File: config.mk
export PLATFORM = sky130hd
export DESIGN_NAME = regfile_wb_arb_flat
export DESIGN_NICKNAME = d
export VERILOG_FILES = /design/src/rtl/regfile_wb_arb_if.sv /design/src/rtl/regfile_wb_arb.sv /design/src/flat_wrapper.sv
export SDC_FILE = /design/constraint.sdc
export NUM_CORES = 1
export LEC_CHECK = 0
export ABC_AREA = 1
export BUFFER_PORTS_ARGS = -buffer_cell sky130_fd_sc_hd__buf_2
export CAP_MARGIN = 25
export CORE_MARGIN = 5
export CORE_UTILIZATION = 51
export CTS_CLUSTER_DIAMETER = 30
export DETAILED_ROUTE_END_ITERATION = 12
export GPL_TIMING_DRIVEN = 0
export PLACE_DENSITY = 0.86
export SLEW_MARGIN = 20
export SYNTH_ARGS = -nofsm -noshare
export SYNTH_HDL_FRONTEND = slang
export SYNTH_SLANG_ARGS = --single-unit
File: constraint.sdc
create_clock -name clock -period 2.16 [get_ports clock]
set_input_delay 0 -clock clock [delete_from_list [all_inputs] [get_ports clock]]
set_output_delay 0 -clock clock [all_outputs]
set_load 0.05 [all_outputs]
File: src/rtl/regfile_wb_arb_if.sv
// Writeback bus between the two result producers (ALU, load unit) and the
// register-file write port.
interface regfile_wb_arb_if;
    logic        a_valid;
    logic [4:0]  a_sel;
    logic [31:0] a_data;
    logic        a_ready;
    logic        b_valid;
    logic [4:0]  b_sel;
    logic [31:0] b_data;
    logic        b_ready;
    logic        wEn;
    logic [4:0]  write_sel;
    logic [31:0] write_data;
    logic        init_done;

    modport slave (
        input  a_valid, a_sel, a_data, b_valid, b_sel, b_data,
        output a_ready, b_ready, wEn, write_sel, write_data, init_done
    );

    modport master (
        output a_valid, a_sel, a_data, b_valid, b_sel, b_data,
        input  a_ready, b_ready, wEn, write_sel, write_data, init_done
    );
endinterface

File: src/rtl/regfile_wb_arb.sv
// Two-requester round-robin writeback arbiter feeding a registered write port,
// with an optional post-reset zero-fill sweep of x1..x31.
module regfile_wb_arb #(
    parameter bit INIT_CLEAR = 1'b1
) (
    input  logic             clock,
    input  logic             reset,
    regfile_wb_arb_if.slave  wb
);

    typedef enum logic {S_INIT = 1'b0, S_RUN = 1'b1} state_t;
    localparam state_t RST_STATE = INIT_CLEAR ? S_INIT : S_RUN;

    state_t      state_q, state_d;
    logic [4:0]  idx_q, idx_d;
    logic        prio_q, prio_d;
    logic        wen_q, wen_d;
    logic [4:0]  sel_q, sel_d;
    logic [31:0] data_q, data_d;

    logic        a_take, b_take;

    // Grant decision feeding the registers; reset only gates the visible handshake.
    always_comb begin
        a_take = (state_q == S_RUN) && wb.a_valid && (!wb.b_valid || !prio_q);
        b_take = (state_q == S_RUN) && wb.b_valid && (!wb.a_valid ||  prio_q);
    end

    always_ff @(posedge clock or negedge reset) begin
        if (!reset) state_q <= RST_STATE;
        else        state_q <= state_d;
    end

    always_comb begin
        state_d = state_q;
        if (state_q == S_INIT && idx_q == 5'd31) state_d = S_RUN;
    end

    always_comb begin
        wb.a_ready   = reset && a_take;
        wb.b_ready   = reset && b_take;
        wb.init_done = reset && (state_q == S_RUN);
        wb.wEn        = wen_q;
        wb.write_sel  = sel_q;
        wb.write_data = data_q;
    end

    always_comb begin
        idx_d  = idx_q;
        prio_d = prio_q;
        wen_d  = 1'b0;
        sel_d  = sel_q;
        data_d = data_q;
        if (state_q == S_INIT) begin
            wen_d  = 1'b1;
            sel_d  = idx_q;
            data_d = 32'd0;
            idx_d  = idx_q + 5'd1;
        end else if (a_take) begin
            // x0 writes are accepted but never reach the register file
            wen_d  = |wb.a_sel;
            sel_d  = wb.a_sel;
            data_d = wb.a_data;
            prio_d = 1'b1;
        end else if (b_take) begin
            wen_d  = |wb.b_sel;
            sel_d  = wb.b_sel;
            data_d = wb.b_data;
            prio_d = 1'b0;
        end
    end

    always_ff @(posedge clock or negedge reset) begin
        if (!reset) begin
            idx_q  <= 5'd1;
            prio_q <= 1'b0;
            wen_q  <= 1'b0;
            sel_q  <= 5'd0;
            data_q <= 32'd0;
        end else begin
            idx_q  <= idx_d;
            prio_q <= prio_d;
            wen_q  <= wen_d;
            sel_q  <= sel_d;
            data_q <= data_d;
        end
    end

endmodule

File: src/flat_wrapper.sv
// flat-port wrapper written by rule: the top's interface ports become plain ports
module regfile_wb_arb_flat 
#(
    parameter bit INIT_CLEAR = 1'b1
)
  (clock, reset, wb_a_valid, wb_a_sel, wb_a_data, wb_b_valid, wb_b_sel, wb_b_data, wb_a_ready, wb_b_ready, wb_wEn, wb_write_sel, wb_write_data, wb_init_done);
  regfile_wb_arb_if wb_i ();
  input  logic clock;
  input  logic reset;
  input wire logic [$bits(wb_i.a_valid)-1:0] wb_a_valid;
  input wire logic [$bits(wb_i.a_sel)-1:0] wb_a_sel;
  input wire logic [$bits(wb_i.a_data)-1:0] wb_a_data;
  input wire logic [$bits(wb_i.b_valid)-1:0] wb_b_valid;
  input wire logic [$bits(wb_i.b_sel)-1:0] wb_b_sel;
  input wire logic [$bits(wb_i.b_data)-1:0] wb_b_data;
  output wire logic [$bits(wb_i.a_ready)-1:0] wb_a_ready;
  output wire logic [$bits(wb_i.b_ready)-1:0] wb_b_ready;
  output wire logic [$bits(wb_i.wEn)-1:0] wb_wEn;
  output wire logic [$bits(wb_i.write_sel)-1:0] wb_write_sel;
  output wire logic [$bits(wb_i.write_data)-1:0] wb_write_data;
  output wire logic [$bits(wb_i.init_done)-1:0] wb_init_done;
  assign wb_i.a_valid = wb_a_valid;
  assign wb_i.a_sel = wb_a_sel;
  assign wb_i.a_data = wb_a_data;
  assign wb_i.b_valid = wb_b_valid;
  assign wb_i.b_sel = wb_b_sel;
  assign wb_i.b_data = wb_b_data;
  assign wb_a_ready = wb_i.a_ready;
  assign wb_b_ready = wb_i.b_ready;
  assign wb_wEn = wb_i.wEn;
  assign wb_write_sel = wb_i.write_sel;
  assign wb_write_data = wb_i.write_data;
  assign wb_init_done = wb_i.init_done;
  regfile_wb_arb #(.INIT_CLEAR(INIT_CLEAR)) u_core (.clock(clock), .reset(reset), .wb(wb_i));
endmodule
# == Word level (Yosys, flattened, before mapping) ==
# Index checks and enable logic that the tools add are counted.
# op_classes
bitwise_logic,1
n_eq_ne,2
n_addsub,1
n_mux,11
reduce_logical,17
# ops
cell,count
$mux W32,3
$mux W5,3
$reduce_or A5 Y1,2
$logic_and A1 B1 Y1,8
$add A5 B1 Y5 const B,1
$eq A5 B5 Y1 const B,1
$mux W1,5
$logic_not A1 Y1,3
$ne A3 B3 Y1 const B,1
$logic_or A1 B1 Y1,2
$reduce_and A2 Y1,1
$reduce_bool A2 Y1,1
$not A1 Y1,1
# word_totals
out_inout_bits,41
in_bits,78
elab_cells,38
register_bits,45

# == Depth between registers and ports, before layout ==
# Gate-level depths: netlist of the first run.
# depth
ltp_word,6
mapped_depth,9
mapped_depth_nobuf,7

# == Least setup slack after synthesis of the first run ==
# No wires, ideal clock.
# synth_timing
path_type,register to output
startpoint,reg u_core.state_q
endpoint,out wb_a_ready
stages_incl_launch_ff,7
arrival_ns,1.452
required_time_ns,2.160
setup_slack_ns,0.708
cell_sequence,dfrtp_1 > buf_4 > nand2_2 > inv_2 > nand2_1 > buf_2 > nor2_1
# synth_between
elab_chain_len,3
# synth_rtl
item,line_no,rtl
"start, declared",regfile_wb_arb.sv:14,"state_t state_q, state_d;"
"start signal, assigned",regfile_wb_arb.sv:31,else state_q <= state_d;
$logic_and A1 B1 Y1 (2 in a row),regfile_wb_arb.sv:25,a_take = (state_q == S_RUN) && wb.a_valid && (!wb.b_valid || !prio_q);
$logic_and A1 B1 Y1,regfile_wb_arb.sv:40,wb.a_ready = reset && a_take;
"end, declared",flat_wrapper.sv:16,output wire logic [$bits(wb_i.a_ready)-1:0] wb_a_ready;
# Every way passes these cells.

# == Worst setup path in the final report of the first run ==
# Same ends and word-level chain as after synthesis.

==> results of run 1 <==
==> critical path: stages, from the launching register on <==
cell	delay, ps
dfrtp_1	340
buf_4	160
nand2_2	80
inv_2	60
nand2_1	80
buf_2	200
nor2_1	100
buf_2	270
==> cell families (layout without fill, tap and decap cells) <==
| group | count (synthesis) | after routing | share of synthesized area |
|---|---|---|---|
| buffers and inverters | 80 | 226 | 0.1424 |
| DFF | 45 | 45 | 0.4276 |
| and+or+nand+nor | 221 | 221 | 0.4029 |
| xor gates and xnor gates | 3 | 3 | 0.009969 |
| adders and majority gates | 2 | 2 | 0.009491 |
| AOI/OAI and AO/OA | 4 | 4 | 0.007590 |
==> where the power goes <==
group	switching (W)	total, W	internal [W]
combinational	0.000551	0.000793	0.000243
clock	0.000281	0.000658	0.000377
sequential	0.0000506	0.000977	0.000927
==> sequential cells by signal (all words and copies together) (netlist names) <==
name	flops
u_core.idx_q	5
u_core.prio_q	1
u_core.wb.write_sel	5
u_core.wb.wEn	1
u_core.state_q	1
u_core.wb.write_data	32
==> synthesized netlist by cell type (2+ instances only) <==
cell / number
nand2_1: 89
nand3_1: 77
inv_1: 54
dfrtp_1: 44
nand3b_1: 33
nor2_1: 17
buf_2: 12
buf_6: 7
clkbuf_1: 3
o21ai_0: 3
buf_4: 2
ha_1: 2
inv_2: 2
nand2_2: 2
xor2_1: 2
==> layout make-up <==
cell class,count,area (um^2),share of cell area
plain buffers,24,165.2,0.04545
clock buffers,7,86.33,0.02376
clock inverters,1,30.03,0.008264
inverters,56,210.2,0.05785
multi-input cells,230,1134,0.3120
flip-flops and latches,45,1127,0.3103
well taps,70,87.58,0.02410
repair buffers,138,793.3,0.2183
==> repair_timing <==
action / CTS / global route
hold buffers: 20 / 0
hold endpoints to repair: 63 / 0
setup endpoints to repair: 0 / 0
==> routing by layer <==
metal	part of all wire	routed length (um)	global-route usage	vias to the layer above
li1	-	-	-	1397
met5	0	0	0	-
met4	0.014	104	0.07475	0
met2	0.50	3838	0.3893	115
met1	0.41	3182	0.3028	1310
met3	0.073	565	0.05373	11
==> through the flow <==
step	total power [W]	cell area (um^2)	instances	worst slack, ps
3_3_place_gp	0.001742	3314	543	798.5
6_report	0.002429	3633	571	563.8
5_1_grt	0.002537	3633	571	450.1
4_1_cts	0.002433	3631	571	267.2
2_1_floorplan	0.001519	2636	355	708.5
3_5_place_dp	0.001755	3314	543	741.3
==> final timing paths <==
kind / startpoint / to / slack, ps / cells past startpoint
setup / recovery: u_core.state_q / wb_a_ready / 560 / 7
hold / removal: wb_b_data[6] / u_core.wb.write_data[6] / 6 / 5
setup reg to reg: u_core.idx_q[0] / u_core.idx_q[4] / 730 / 6
hold reg to reg: u_core.wb.write_data[10] / u_core.wb.write_data[10] / 520 / 2
max in group asynchronous: reset / u_core.wb.write_data[4] / 1510 / 2
min in group asynchronous: reset / u_core.wb.write_data[20] / 240 / 2
==> flow_summary.ini, run 1 <==
[global_route]
grt_pass1_wl_um = 12240
grt_start_max_net_pins = 49
antenna_found_initial = 0
grt_usage = 0.2347
grt-ovfl-total = 0
grt_pass1_vias = 2686

[min_path]
hold_path_class = in2reg

[cells_and_area]
drive_above_1_share = 0.3034
nNetsFinal = 580
final_common_cell = buf_2
insertedDiodeCount = 0
n_fill_cell = 419
area_growth_pct = 37.83
final_cell_mix = 129 x buf_2, 89 x nand2_1, 77 x nand3_1, 54 x inv_1, 44 x dfrtp_1
final_util = 0.7160

[logic_synthesis]
synth_seq_cells = 45
synth_seq_area_share = 0.4276
async_flop_share = 1.000
synth.cell_area_mm2 = 0.002636
synth_edf_count = 0
synth_top_cells_by_area = dfrtp_1 42%, nand3_1 15%, nand2_1 13%, nand3b_1 9.4%, inv_1 7.7%
yosysTopAreaCellShare = 0.4177
netlist_instances = 355
yosys_warnings = 0
yosys.area.top_type = dfrtp_1
synth_nets = 435
avgSynthCellArea_um2 = 7.426
ys_types = 21
ys.flop_type = dfrtp_1

[drt]
postRouteAntennaNets = 0
drc = 0
wirelength_um = 7690
via_per_inst = 4.961
drt_iter0_drc = 157
first_pass_iters = 4
wl_per_cell_um = 13.47
vias = 2833

[sta]
setup_tns_ps = 0
finClkSkew_ps = 5.472
maxSlewViolCount = 0
clock.fmax_ghz = 0.6265
hold_ws_ps = 6.443
worstMarginPinSlew_ps = 596.3
post-route-period-util = 0.7390
rsz0062_at_grt = no
slew_headroom = 0.6025
setup_viol = 0
hold_viol = 0
period_minus_slack_ps = 1596

[floorplanning]
dieArea_mm2 = 0.006707
die_w_um = 81.90
start_util = 0.5195
rows = 26
core_mm2 = 0.005075
pin_count = 119
die_h_um = 81.90

[cts]
post-cts-setup-buffers = 0
cts.clk_slew.worst_paths_ps = 80
clock-root-buffer = clkbuf_8
cts_tree = done
cts_max_level = 2
clkSinkCount = 45
clock_path_buffers = 2
cts_resized = 0
cts_buffers = 5
insertion_delay_ps = 300

[worst_setup_path]
worstPathRequired_ps = 2160
worstSetupStartpointType = register
cp.arrival_ps = 1600
setup.worst_path.class = reg2out
cp-end-kind = primary output
crit_fanout = 10

[place]
port_buffers = 118
hpwl_um = 5256
place_congestion = 0.7533

[job]
maxCapViolations = 0

[pwr]
leakage_nw = 2.100
power.density_mw_per_mm2 = 668.5
ir_drop_v = 0.0004461

[outcome]
outcome = completed
Power figures use the tool's default switching activity.
==> inputs of run 2 (changes only) <==
- CORE_UTILIZATION: 51 -> 47
- PLACE_DENSITY: 0.86 -> 0.8
- clock period: 2.16 -> 1.5 ns (I/O delays scaled with it)
==> flow_summary.ini, run 2 (same netlist as run 1, synthesis figures left out) <==
[pwr]
clockPowerShare = 0.269
seqPwrFrac = 0.402
sw_frac_of_total = 0.3730
leakage_nw = 2.098
power.density_mw_per_mm2 = 956.4
pwr-share-comb = 0.329
power_switching_w = 0.001298
ir_drop_v = 0.0005184
intPower_w = 0.002182

[cells_and_area]
design_area_mm2 = 0.003638
nNetsFinal = 578
largest_register_ffs = 32
insertedDiodeCount = 0
area_growth_pct = 38.02
final_cell_mix = 126 x buf_2, 88 x nand2_1, 77 x nand3_1, 54 x inv_1, 44 x dfrtp_1
drive_above_1_share = 0.3226
final_common_cell = buf_2

[worst_setup_path]
worstPathRequired_ps = 1680
r2r_cells = 6
regToRegStartpoint = u_core.idx_q[0]
cpPeakStageDelay_ps = 580
cp.arrival_ps = 1580
reg2reg_to = u_core.idx_q[4]
cp_slowest_cell = dfstp_2
critical_path.cell_chain = ha_1, nand2_1, nor2_1, ha_1, nand2_1, o21ai_0
setup.worst_path.class = reg2reg
crit_fanout = 4
regToRegSetupSlack_ps = 100
worstSetupStartpointType = register
cp-end-kind = register

[floorplanning]
pin_count = 119
die_w_um = 84.90
rows = 27
core_mm2 = 0.005473
start_util = 0.4817
dieArea_mm2 = 0.007207
die_h_um = 84.90

[drt]
first_pass_iters = 4
drc = 0
wirelength_um = 7346
postRouteAntennaNets = 0
via_per_inst = 4.846
wl_per_cell_um = 12.87
drt_iter0_drc = 98
vias = 2767

[sta]
hold_viol = 45
period_minus_slack_ps = 1403
clock.fmax_ghz = 0.7125
post-route-period-util = 0.9356
finClkSkew_ps = 5.808
worstMarginPinSlew_ps = 598.1
slew_headroom = 0.6013
maxSlewViolCount = 0
hold_ws_ps = -317.6
setup_viol = 0

[cts]
cts_tree = done
cts_buffers = 5
clock-root-buffer = clkbuf_8
clkSinkCount = 45
clock_path_buffers = 2
cts.clk_slew.worst_paths_ps = 90
insertion_delay_ps = 300
cts_max_level = 2

[outcome]
outcome = complete, but fails checks
violations = negative hold slack

[global_route]
grt_usage = 0.2066
grt_pass1_wl_um = 12320
antenna_found_initial = 0
grt_pass1_vias = 2738
grt_start_max_net_pins = 49
grt-ovfl-total = 0

[place]
place_area_mm2 = 0.003317
hpwl_um = 5309
port_buffers = 118
place_congestion = 0.7831

[min_path]
hold_path_class = in2async

[job]
maxCapViolations = 0
==> run 2: layer usage <==
| metal | part of all wire | GRT usage |
|---|---|---|
| met1 | 0.43 | 0.2630 |
| met2 | 0.49 | 0.3587 |
| met3 | 0.067 | 0.04660 |
| met4 | 0.012 | 0.04604 |
| met5 | 0 | 0 |
==> run 2: worst max-delay path: cells and delay by family (launching register included) <==
| kind | cells | cell delay (ps) |
|---|---|---|
| flops | 1 | 580 |
| simple gates | 3 | 210 |
| fa+ha+maj | 2 | 420 |
| compound gates | 1 | 80 |
==> run 2: area by class of cell <==
cell class | count | area (um^2)
plain buffers | 24 | 176.4
clock buffers | 5 | 68.82
clock inverters | 3 | 46.29
fillers | 516 | 1834
inverters | 56 | 210.2
multi-input cells | 230 | 1147
flip-flops and latches | 45 | 1127
well taps | 72 | 90.09
repair buffers | 136 | 772.0
==> run 2: power by group through the flow <==
| stage | registers [W] | clock network, W | logic (W) |
|---|---|---|---|
| 5_1_grt | 0.00142 | 0.00101 | 0.00124 |
| 6_report | 0.00140 | 0.000935 | 0.00115 |
| 3_3_place_gp | 0.00142 | 0 | 0.00109 |
| 4_1_cts | 0.00140 | 0.000944 | 0.00114 |
| 2_1_floorplan | 0.00185 | 0 | 0.000340 |
| 3_5_place_dp | 0.00142 | 0 | 0.00111 |
==> run 2: through the flow <==
stage / cells / util / total power (W) / setup WS, ps / setup TNS [ps]
after detailed placement: 545 / 0.6061 / 0.002529 / 124.0 / 0
after CTS: 566 / 0.6546 / 0.003486 / 32.91 / 0
after global routing: 571 / 0.6648 / 0.003668 / -10.35 / -10.35
after global placement: 545 / 0.6061 / 0.002510 / 154.6 / 0
after floorplan: 355 / - / 0.002187 / 48.48 / 0
final: 571 / 0.6648 / 0.003480 / 96.58 / 0
==> run 2: timing repair <==
| item | in CTS | in global routing |
|---|---|---|
| resized for setup | 7 | 4 |
| hold buffers | 13 | 1 |
| setup buffers | 0 | 4 |
| hold endpoints to repair | 57 | 45 |
| endpoints found under the setup margin | 2 | 3 |
==> run 2: how the worst max path moves through the flow <==
stage                                 end  slack, ps            start  cells after the start
after floorplan                wb_a_ready         50   u_core.state_q                      6
after global placement    u_core.idx_q[4]        150  u_core.idx_q[0]                      6
after detailed placement  u_core.idx_q[4]        120  u_core.idx_q[0]                      6
after CTS                      wb_a_ready         30   u_core.state_q                      7
after global routing      u_core.idx_q[4]        -10  u_core.idx_q[0]                      6
final                     u_core.idx_q[4]        100  u_core.idx_q[0]                      6
